## src/rtl/time_alarm_pkg.sv

```systemverilog
// Shared definitions for the time alarm peripheral and other consumers of the system Time count.
package time_alarm_pkg;

  localparam int TIME_W = 16;

  localparam logic ADDR_INTERVAL = 1'b0;
  localparam logic ADDR_CONTROL  = 1'b1;

  localparam int CTRL_ENABLE   = 0;
  localparam int CTRL_PERIODIC = 1;

  typedef enum logic {
    IDLE  = 1'b0,
    ARMED = 1'b1
  } alarmState_t;

endpackage

```

## src/rtl/time_tick_detect.sv

```systemverilog
// Flags the cycles on which the system Time count has advanced since the previous cycle.
module time_tick_detect #(
  parameter int W = 16
) (
  input  logic         Clock,
  input  logic         Reset,
  input  logic [W-1:0] Time,
  output logic         Tick
);

  logic [W-1:0] timePrev;

  always_ff @(posedge Clock or negedge Reset) begin
    if (!Reset) begin
      timePrev <= '0;
    end else begin
      timePrev <= Time;
    end
  end

  assign Tick = (Time != timePrev);

endmodule

```

## src/rtl/time_alarm.sv

```systemverilog
// Programmable one-shot/periodic alarm on the system Time count, with a level interrupt,
// acknowledge handshake and saturating overrun counter.
module time_alarm
  import time_alarm_pkg::*;
#(
  parameter int TIME_W = time_alarm_pkg::TIME_W,
  parameter int OVR_W  = 8
) (
  input  logic              Clock,
  input  logic              Reset,
  input  logic [TIME_W-1:0] Time,
  input  logic              WrEn,
  input  logic              WrAddr,
  input  logic [TIME_W-1:0] WrData,
  input  logic              Ack,
  output logic              Irq,
  output logic              Armed,
  output logic [TIME_W-1:0] Remaining,
  output logic [OVR_W-1:0]  Overruns
);

  alarmState_t       state;
  alarmState_t       stateNext;
  logic [TIME_W-1:0] interval;
  logic [TIME_W-1:0] target;
  logic [TIME_W-1:0] remainingNext;
  logic              periodic;
  logic              irqNext;
  logic              tick;
  logic              wrInterval;
  logic              wrControl;
  logic              armReq;
  logic              expiry;
  logic              overrunInc;

  time_tick_detect #(.W(TIME_W)) tickDetect (
    .Clock (Clock),
    .Reset (Reset),
    .Time  (Time),
    .Tick  (tick)
  );

  // A CONTROL write in the same cycle as an expiry wins and suppresses the expiry entirely.
  assign wrInterval = WrEn && (WrAddr == ADDR_INTERVAL);
  assign wrControl  = WrEn && (WrAddr == ADDR_CONTROL);
  assign armReq     = wrControl && WrData[CTRL_ENABLE];
  assign expiry     = (state == ARMED) && tick && (Time == target) && !wrControl;
  assign overrunInc = expiry && Irq && !Ack && (Overruns != '1);

  always_ff @(posedge Clock or negedge Reset) begin
    if (!Reset) begin
      state <= IDLE;
    end else begin
      state <= stateNext;
    end
  end

  always_comb begin
    stateNext = state;
    if (wrControl) begin
      stateNext = WrData[CTRL_ENABLE] ? ARMED : IDLE;
    end else if (expiry && !periodic) begin
      stateNext = IDLE;
    end
  end

  always_comb begin
    irqNext       = Irq;
    remainingNext = '0;
    if (expiry) begin
      irqNext = 1'b1;
    end else if (Ack) begin
      irqNext = 1'b0;
    end
    if (state == ARMED) begin
      remainingNext = target - Time;
    end
  end

  // Periodic reload adds to the old Target so that late service never accumulates drift.
  always_ff @(posedge Clock or negedge Reset) begin
    if (!Reset) begin
      interval  <= '0;
      target    <= '0;
      periodic  <= 1'b0;
      Irq       <= 1'b0;
      Remaining <= '0;
      Overruns  <= '0;
    end else begin
      Irq       <= irqNext;
      Remaining <= remainingNext;
      if (wrInterval) begin
        interval <= WrData;
      end
      if (armReq) begin
        target   <= Time + interval;
        periodic <= WrData[CTRL_PERIODIC];
      end else if (expiry && periodic) begin
        target <= target + interval;
      end
      if (armReq) begin
        Overruns <= '0;
      end else if (overrunInc) begin
        Overruns <= Overruns + OVR_W'(1);
      end
    end
  end

  assign Armed = (state == ARMED);

endmodule

```

## config.mk

```make
export PLATFORM = sky130hd
export DESIGN_NAME = time_alarm
export DESIGN_NICKNAME = d
export VERILOG_FILES = /design/src/rtl/time_alarm_pkg.sv /design/src/rtl/time_tick_detect.sv /design/src/rtl/time_alarm.sv
export SDC_FILE = /design/constraint.sdc
export NUM_CORES = 1
export LEC_CHECK = 0
export CORE_MARGIN = 8
export CORE_UTILIZATION = 40
export DETAILED_ROUTE_END_ITERATION = 10
export PLACE_DENSITY = 0.67
export SYNTH_ARGS = -nofsm -noshare
export SYNTH_HDL_FRONTEND = slang
export SYNTH_SLANG_ARGS = --single-unit
```

## constraint.sdc

```tcl
create_clock -name Clock -period 2.3 [get_ports Clock]
set_input_delay 0.345 -clock Clock [delete_from_list [all_inputs] [get_ports Clock]]
set_output_delay 0.345 -clock Clock [all_outputs]
set_load 0.03 [all_outputs]
```

Yosys cells after proc, flatten, opt, wreduce, memory -nomap -nowiden

Cells that the tools add are included.

$add $sub $neg: 4
Multipliers: 0
Divide/modulo/power cells: 0
Order comparisons: 0
Equality and inequality tests: 3
Shift operators: 0
Muxes and demuxes: 10
Bitwise operators: 1
Reduce and logical (&&, ||, !) cells: 18

Operator list:

| kind                | number |
|---|---|
| $mux 16             | 3 |
| $add 16x16->16      | 2 |
| $eq 16x16->1        | 1 |
| $mux 8              | 2 |
| $ne 16x16->1        | 1 |
| $sub 16x16->16      | 1 |
| $logic_and 1x1->1   | 11 |
| $add 8x1->8 const B | 1 |
| $ne 8x8->1 const B  | 1 |
| $reduce_bool 2->1   | 4 |
| $mux 1              | 5 |
| $logic_not 1->1     | 3 |
| $not 1->1           | 1 |

Register bits after elaboration: 75
Latch bits: 0
Memory bits (writable): 0
ROM bits: 0
Input bits: 37
Output and inout bits: 26
Logic and storage cells: 44
Memories: 0

Longest topological paths before layout

Depth in word-level cells: 9
Depth in mapped cells: 13

Cells and area by module

A second synthesis with hierarchy kept.

Cell total of the unflattened synthesis: 436
Area total of the unflattened synthesis: 4327.9 um^2

Modules (own cells, without submodules):

| module           | instances | cells each | area each (um^2) | sequential area each (um^2) |
|---|---|---|---|---|
| time_alarm       | 1         | 399        | 3756.1           | 1476.4 |
| time_tick_detect | 1         | 37         | 571.8            | 400.4 |

Least setup slack after synthesis

No wires, ideal clock.

Path kind: input to register
From: input WrEn
To: register target[15]
Library setup time: 0.072 ns
Arrival: 2.862 ns
Data required time: 2.228 ns
Setup slack: -0.634 ns
Stages on the path: 13
Path buffers: 2
Cells stage by stage: nand3_1 > clkbuf_1 > nand2_1 > o21ai_0 > ha_1 > clkbuf_1 > and4_1 > a221o_1 > a31oi_1 > nand2_1 > o2111ai_1 > mux2_1 > nor2_1

Word-level cells in the longest chain between the ends: 5

Ends and longest elaborated chain:

| item                        | RTL line         | text |
|---|---|---|
| from (decl)                 | time_alarm.sv:12 | `input logic WrEn,` |
| $logic_and 1x1->1 (*)       | time_alarm.sv:45 | `assign wrControl = WrEn && (WrAddr == ADDR_CONTROL);` |
| $logic_not 1->1             | time_alarm.sv:47 | `assign expiry = (state == ARMED) && tick && (Time == target) && !wrControl;` |
| $logic_and 1x1->1           | time_alarm.sv:47 |  |
| $logic_and 1x1->1           | time_alarm.sv:98 | `end else if (expiry && periodic) begin` |
| $reduce_bool 2->1 (no line) | n/a              |  |
| to (signal assigned)        | time_alarm.sv:96 | `target <= Time + interval;` |
| to (signal assigned)        | time_alarm.sv:99 | `target <= target + interval;` |
| to (decl)                   | time_alarm.sv:25 | `logic [TIME_W-1:0] target;` |

Mark *: on every way between the ends. The rest lies on a longest branch, timed or not.
A chain may end at the register's enable or synchronous reset.

Worst setup path after layout

From: register target[6]
To: register target[15]

Word-level cells in the longest chain between the ends: 5

Ends and longest elaborated chain:

| item |
|---|
| parallel branches: the longest is 5 deep, another holds $add 16x16->16 |

Parallel ways; which one is timed is not known. The select of a mux whose other input is x is not followed.

==> results <==
- The worst max-slew margin expressed relative to the limit is 60.3%.
- At the pin with the least slew margin, the transition time is 0.596 ns.
- The leftover overflow at the end of global routing is 0.
- On the final layout, the worst hold slack is 0.00614 ns.
- The number of vias in the routed layout is 4242.
- Traced cell by cell, the critical path runs through nand2_1 -> o21ai_2 -> ha_1 -> and4_1 -> a221o_1 -> a31oi_2 -> nand2_2 -> o2111ai_2 -> mux2_4 -> nor2_2.
- The fill cell total of the finished layout is 896.
- In this run, placement finished with an instance count of 767.
- TritonCTS built the clock tree.
- Summing the areas of all compound-gate instances in the mapped netlist gives 14.8% of the synthesized area.
- After synthesis, the share of flip-flops with an asynchronous set or reset is 100%.
- The latest clock arrival within the worst-skew pair is 0.34 ns.
- The critical path launch point type is a register.
- The area of the die is 0.0151 sq mm.
- The number of iterations in the first detailed-routing pass is 4.
- Of the synthesized area, sequential elements account for 41.2%.
- The delay of the slowest cell on the worst path is 0.42 ns.
- Summed over all cells, the static leakage comes to 3.31 nW.
- The clock sink total is 75.
- The checks that failed: setup timing.
- After layout, the minimum clock period comes to 2.43 ns.
- For this run, the total global-route usage over all layers was measured as 17.3%.
- The first global-routing pass estimated 20600 microns of wire.
- Sequential cells account for 21.9% of the total power.
- STA classifies the critical path endpoint as a register.
- The cell count after synthesis came out at 460.
- The synthesized-area fraction occupied by adder cells is 9.66%.
- Measured on the finished design, the core utilization comes to 64.4%.
- The area of the core is 0.0113 sq mm.
- The portion of the clock cycle consumed by the worst path in the final layout is 106%.
- Using the TritonRoute via totals, the vias-per-cell ratio works out to 5.19.
- The wire-length estimate of the detail-placed layout is 9290 microns.
- The combinational group share of total power is 61.7%.
- Summed over all nets, the switching power comes to 3.37 mW.
- The count of pins over their slew limit came to 0.
- The die is 123 microns wide.
- For this design, the slowest cell found on the critical path is sky130_fd_sc_hd__dfrtp_1.
- The detailed-route wire length is 13600 microns.
- Counting the buffers created by CTS gives 9.
- The total buffers and inverters traversed by the critical path is 0.
- The cell at the root of the clock tree is sky130_fd_sc_hd__clkbuf_16.
- The count of state elements after synthesis is 75.
- The clock transition at the registers of the reported paths is 0.06 ns.
- The number of synthesized flops with an enable pin is 0.
- The run finished, with violations left.
- The maximum level of the CTS H-tree is 3.
- The starting DRC count in detailed routing is 327.
- The arrival time reported for the critical path endpoint is 2.71 ns.
- The final layout contains 741 nets.
- The number of hold violations in the final report is 0.
- Setup repair after global routing could not meet its margin everywhere.
- The floorplan row count is 39.
- The post-detailed-route count of antenna-violating nets is 0.
- The die is 123 microns tall.
- The required arrival time at the worst endpoint is 2.57 ns.
- The number of port buffers is 62.
- The worst register-to-register path begins at target[6].
- For this design the top-level I/O count stands at 63.
- In this run the power density over the cells is 1200 mW/mm^2.
- The highest ir drop seen on vdd is 0.000561 V.
- The maximum number of pins on one net before global-route repair is 48.
- Yosys mapped the design onto 57 distinct sky130hd cell types.
- The layout-stage area growth over the synthesis result is 59.2%.
- Excluding fillers, the count of instances in the completed layout stands at 818.
- For the final database, setup skew stands at 0.0117 ns.
- In this run the cell area of the synthesized design comes to 0.00456 sq mm.
- The footprint of the flip-flops and latches is 0.00188 sq mm.
- In the final routed layout, each cell accounts on average for 16.6 microns.
- The most frequently used flop master after synthesis is sky130_fd_sc_hd__dfrtp_1.
- The number of antenna violations at the first check in global routing is 0.
- The cell area reported after detailed placement is 0.00622 sq mm.
- In this run switching power makes up 38.6% of total power.
- At the placement stage, the worst setup path has a slack of -0.916 ns.
- The number of global-route vias before repair was 4275.
- The total of endpoints with negative setup slack in the final report is 21.
- The total power after layout is 8.72 mW.
- The fraction of layout instances using a drive strength above 1 is 42.5%.
- The placer's final routability congestion estimate is 0.930.
- The portion of synthesized area spent on multiplexers is 5.95%.
- The DRC violations left is 0.
- The number of warnings reported in the yosys synthesis log is 0.
- The critical path is of the reg -> reg type.
- The synthesized net count is 531.
- The critical-path maximum fanout is 3.
- Summing all multi-input logic gate instances after layout gives 0.00304 sq mm.
- In this run the worst hold path is classified as in -> async.
- Counting cells, the worst reg-to-reg path comes to 10.
- The max-capacitance violation count is 0.
- The average cell area after synthesis is 9.91 sq um.
- Broken down by cell family, the worst path's largest delay share belongs to compound AO/OA/AOI/OAI gates.
- The register-to-register path setup slack is -0.13 ns.
- The clock network accounts for 16.4% of the total power.
- Once the floorplan was initialized, standard cells occupied 40.4% of the core.
- The worst flop-to-flop path endpoint is target[15].
- By area, the combinational part of the netlist is dominated by simple AND/OR/NAND/NOR gates.
- After Yosys synthesis, and, or, nand and nor cells account for 15.5% of the synthesized area.
- 0 antenna diodes ended up in the layout.
- No sink is reached through more buffers than the 2 on the longest clock path.
- The design internal power is 5.35 mW.
- Summing the areas of all xor and xnor instances in the mapped netlist gives 9.39% of the synthesized area.
- In the post-route analysis, the smallest setup slack over all paths is -0.132 ns.
- The maximum clock frequency is 411 MHz.
- Summing all non-filler instances in the final layout gives an area of 0.00726 sq mm.
- Summed over all failing endpoints, the final setup total negative slack is -0.927 ns.
worst register-to-register path: cells and delay by family, from the launching register on:
| kind | cells | cell delay [ns] |
|---|---|---|
| AO/OA/AOI/OAI | 4 | 0.84 |
| AND/OR/NAND/NOR | 4 | 0.46 |
| flip-flops | 1 | 0.42 |
| adder cells (fa/ha/maj) | 1 | 0.32 |
| multiplexers | 1 | 0.32 |
how the worst max path moves through the flow:
stage	depth (start not counted)	slack, ns	end	from
floorplan	13	-0.29	target[15]	WrAddr
global placement	12	-0.88	target[15]	WrAddr
detailed placement	11	-0.92	target[15]	WrAddr
CTS	12	-0.21	target[14]	target[0]
global route	10	-0.20	target[15]	target[6]
finish	10	-0.13	target[15]	target[6]
power groups by stage:
stage / logic [mW] / registers [mW] / clock network (mW)
after global placement: 4.30 / 1.84 / 0
after global routing: 5.82 / 1.94 / 1.52
after CTS: 4.79 / 1.87 / 1.47
after floorplan: 2.33 / 2.05 / 0
after detailed placement: 4.37 / 1.85 / 0
final: 5.38 / 1.91 / 1.43
timing repair:
| action | in CTS | in global routing |
|---|---|---|
| buffers inserted | 14 | 19 |
| cloned | 1 | 2 |
| hold buffers | 0 | 0 |
| endpoints found under the setup margin | 31 | 30 |
| pin swaps | 53 | 62 |
| gates resized for setup | 82 | 59 |
layout make-up:
cell class              instances  area share [%]
well taps                     143            2.47
clock inverters                 7            1.02
repair buffers                210            24.5
inverters                      23            1.19
clock buffers                   9            3.10
multi-input cells             351            41.8
flip-flops and latches         75            25.9
placed cells by master, fill, tap and decap left out, drive strengths merged, types with 6 or more instances in the layout:
cell and n:
nand4 8, o21ai 31, xnor2 30, buf 152, nand2 36, clkdlybuf4s50 45, a21oi 32, clkbuf 9
inv 25, mux2 21, nor2b 6, dfrtp 75, and2 12, nand3 11, xor2 18, nor2 34
and3 9, a21o 13, dlygate4sd2 13, ha 32
flip-flops by register name (all words and copies together) (netlist names):
name,flops
interval,16
Irq,1
Remaining,16
periodic,1
tickDetect.timePrev,16
Armed,1
Overruns,8
target,16
cell usage after synthesis (all sizes together) (5+ instances only):
cell type	number	area share (%)
and3	9	1.3
nand3	9	1.1
buf	5	1.0
a21oi	32	3.5
xor2	18	3.5
a31oi	5	0.69
a21o	13	2.2
inv	23	1.9
o21ai	31	3.4
ha	32	8.8
nor2	34	2.8
xnor2	30	5.9
and2	12	1.6
nand4	8	1.1
dfrtp	75	41
nand2	36	3.0
nor3	5	0.80
nor2b	6	0.82
o21a	5	0.82
mux2	21	5.5
clkbuf	8	0.66
per-layer routing:
layer,vias to the layer above,global-route usage [%],wire length [microns]
met1,2029,20.8,5640
met4,0,8.30,357
met2,127,29.0,6960
li1,2058,-,-
met3,28,3.77,614
met5,-,0,0
kinds of logic after synthesis:
logic type / Yosys count
AND/OR/NAND/NOR: 135
AO/OA/AOI/OAI: 109
flip-flops: 75
XOR/XNOR: 48
buffers and inverters: 36
adder cells (fa/ha/maj): 34
multiplexers: 23
No activity file was read; power rests on OpenSTA's default activity.
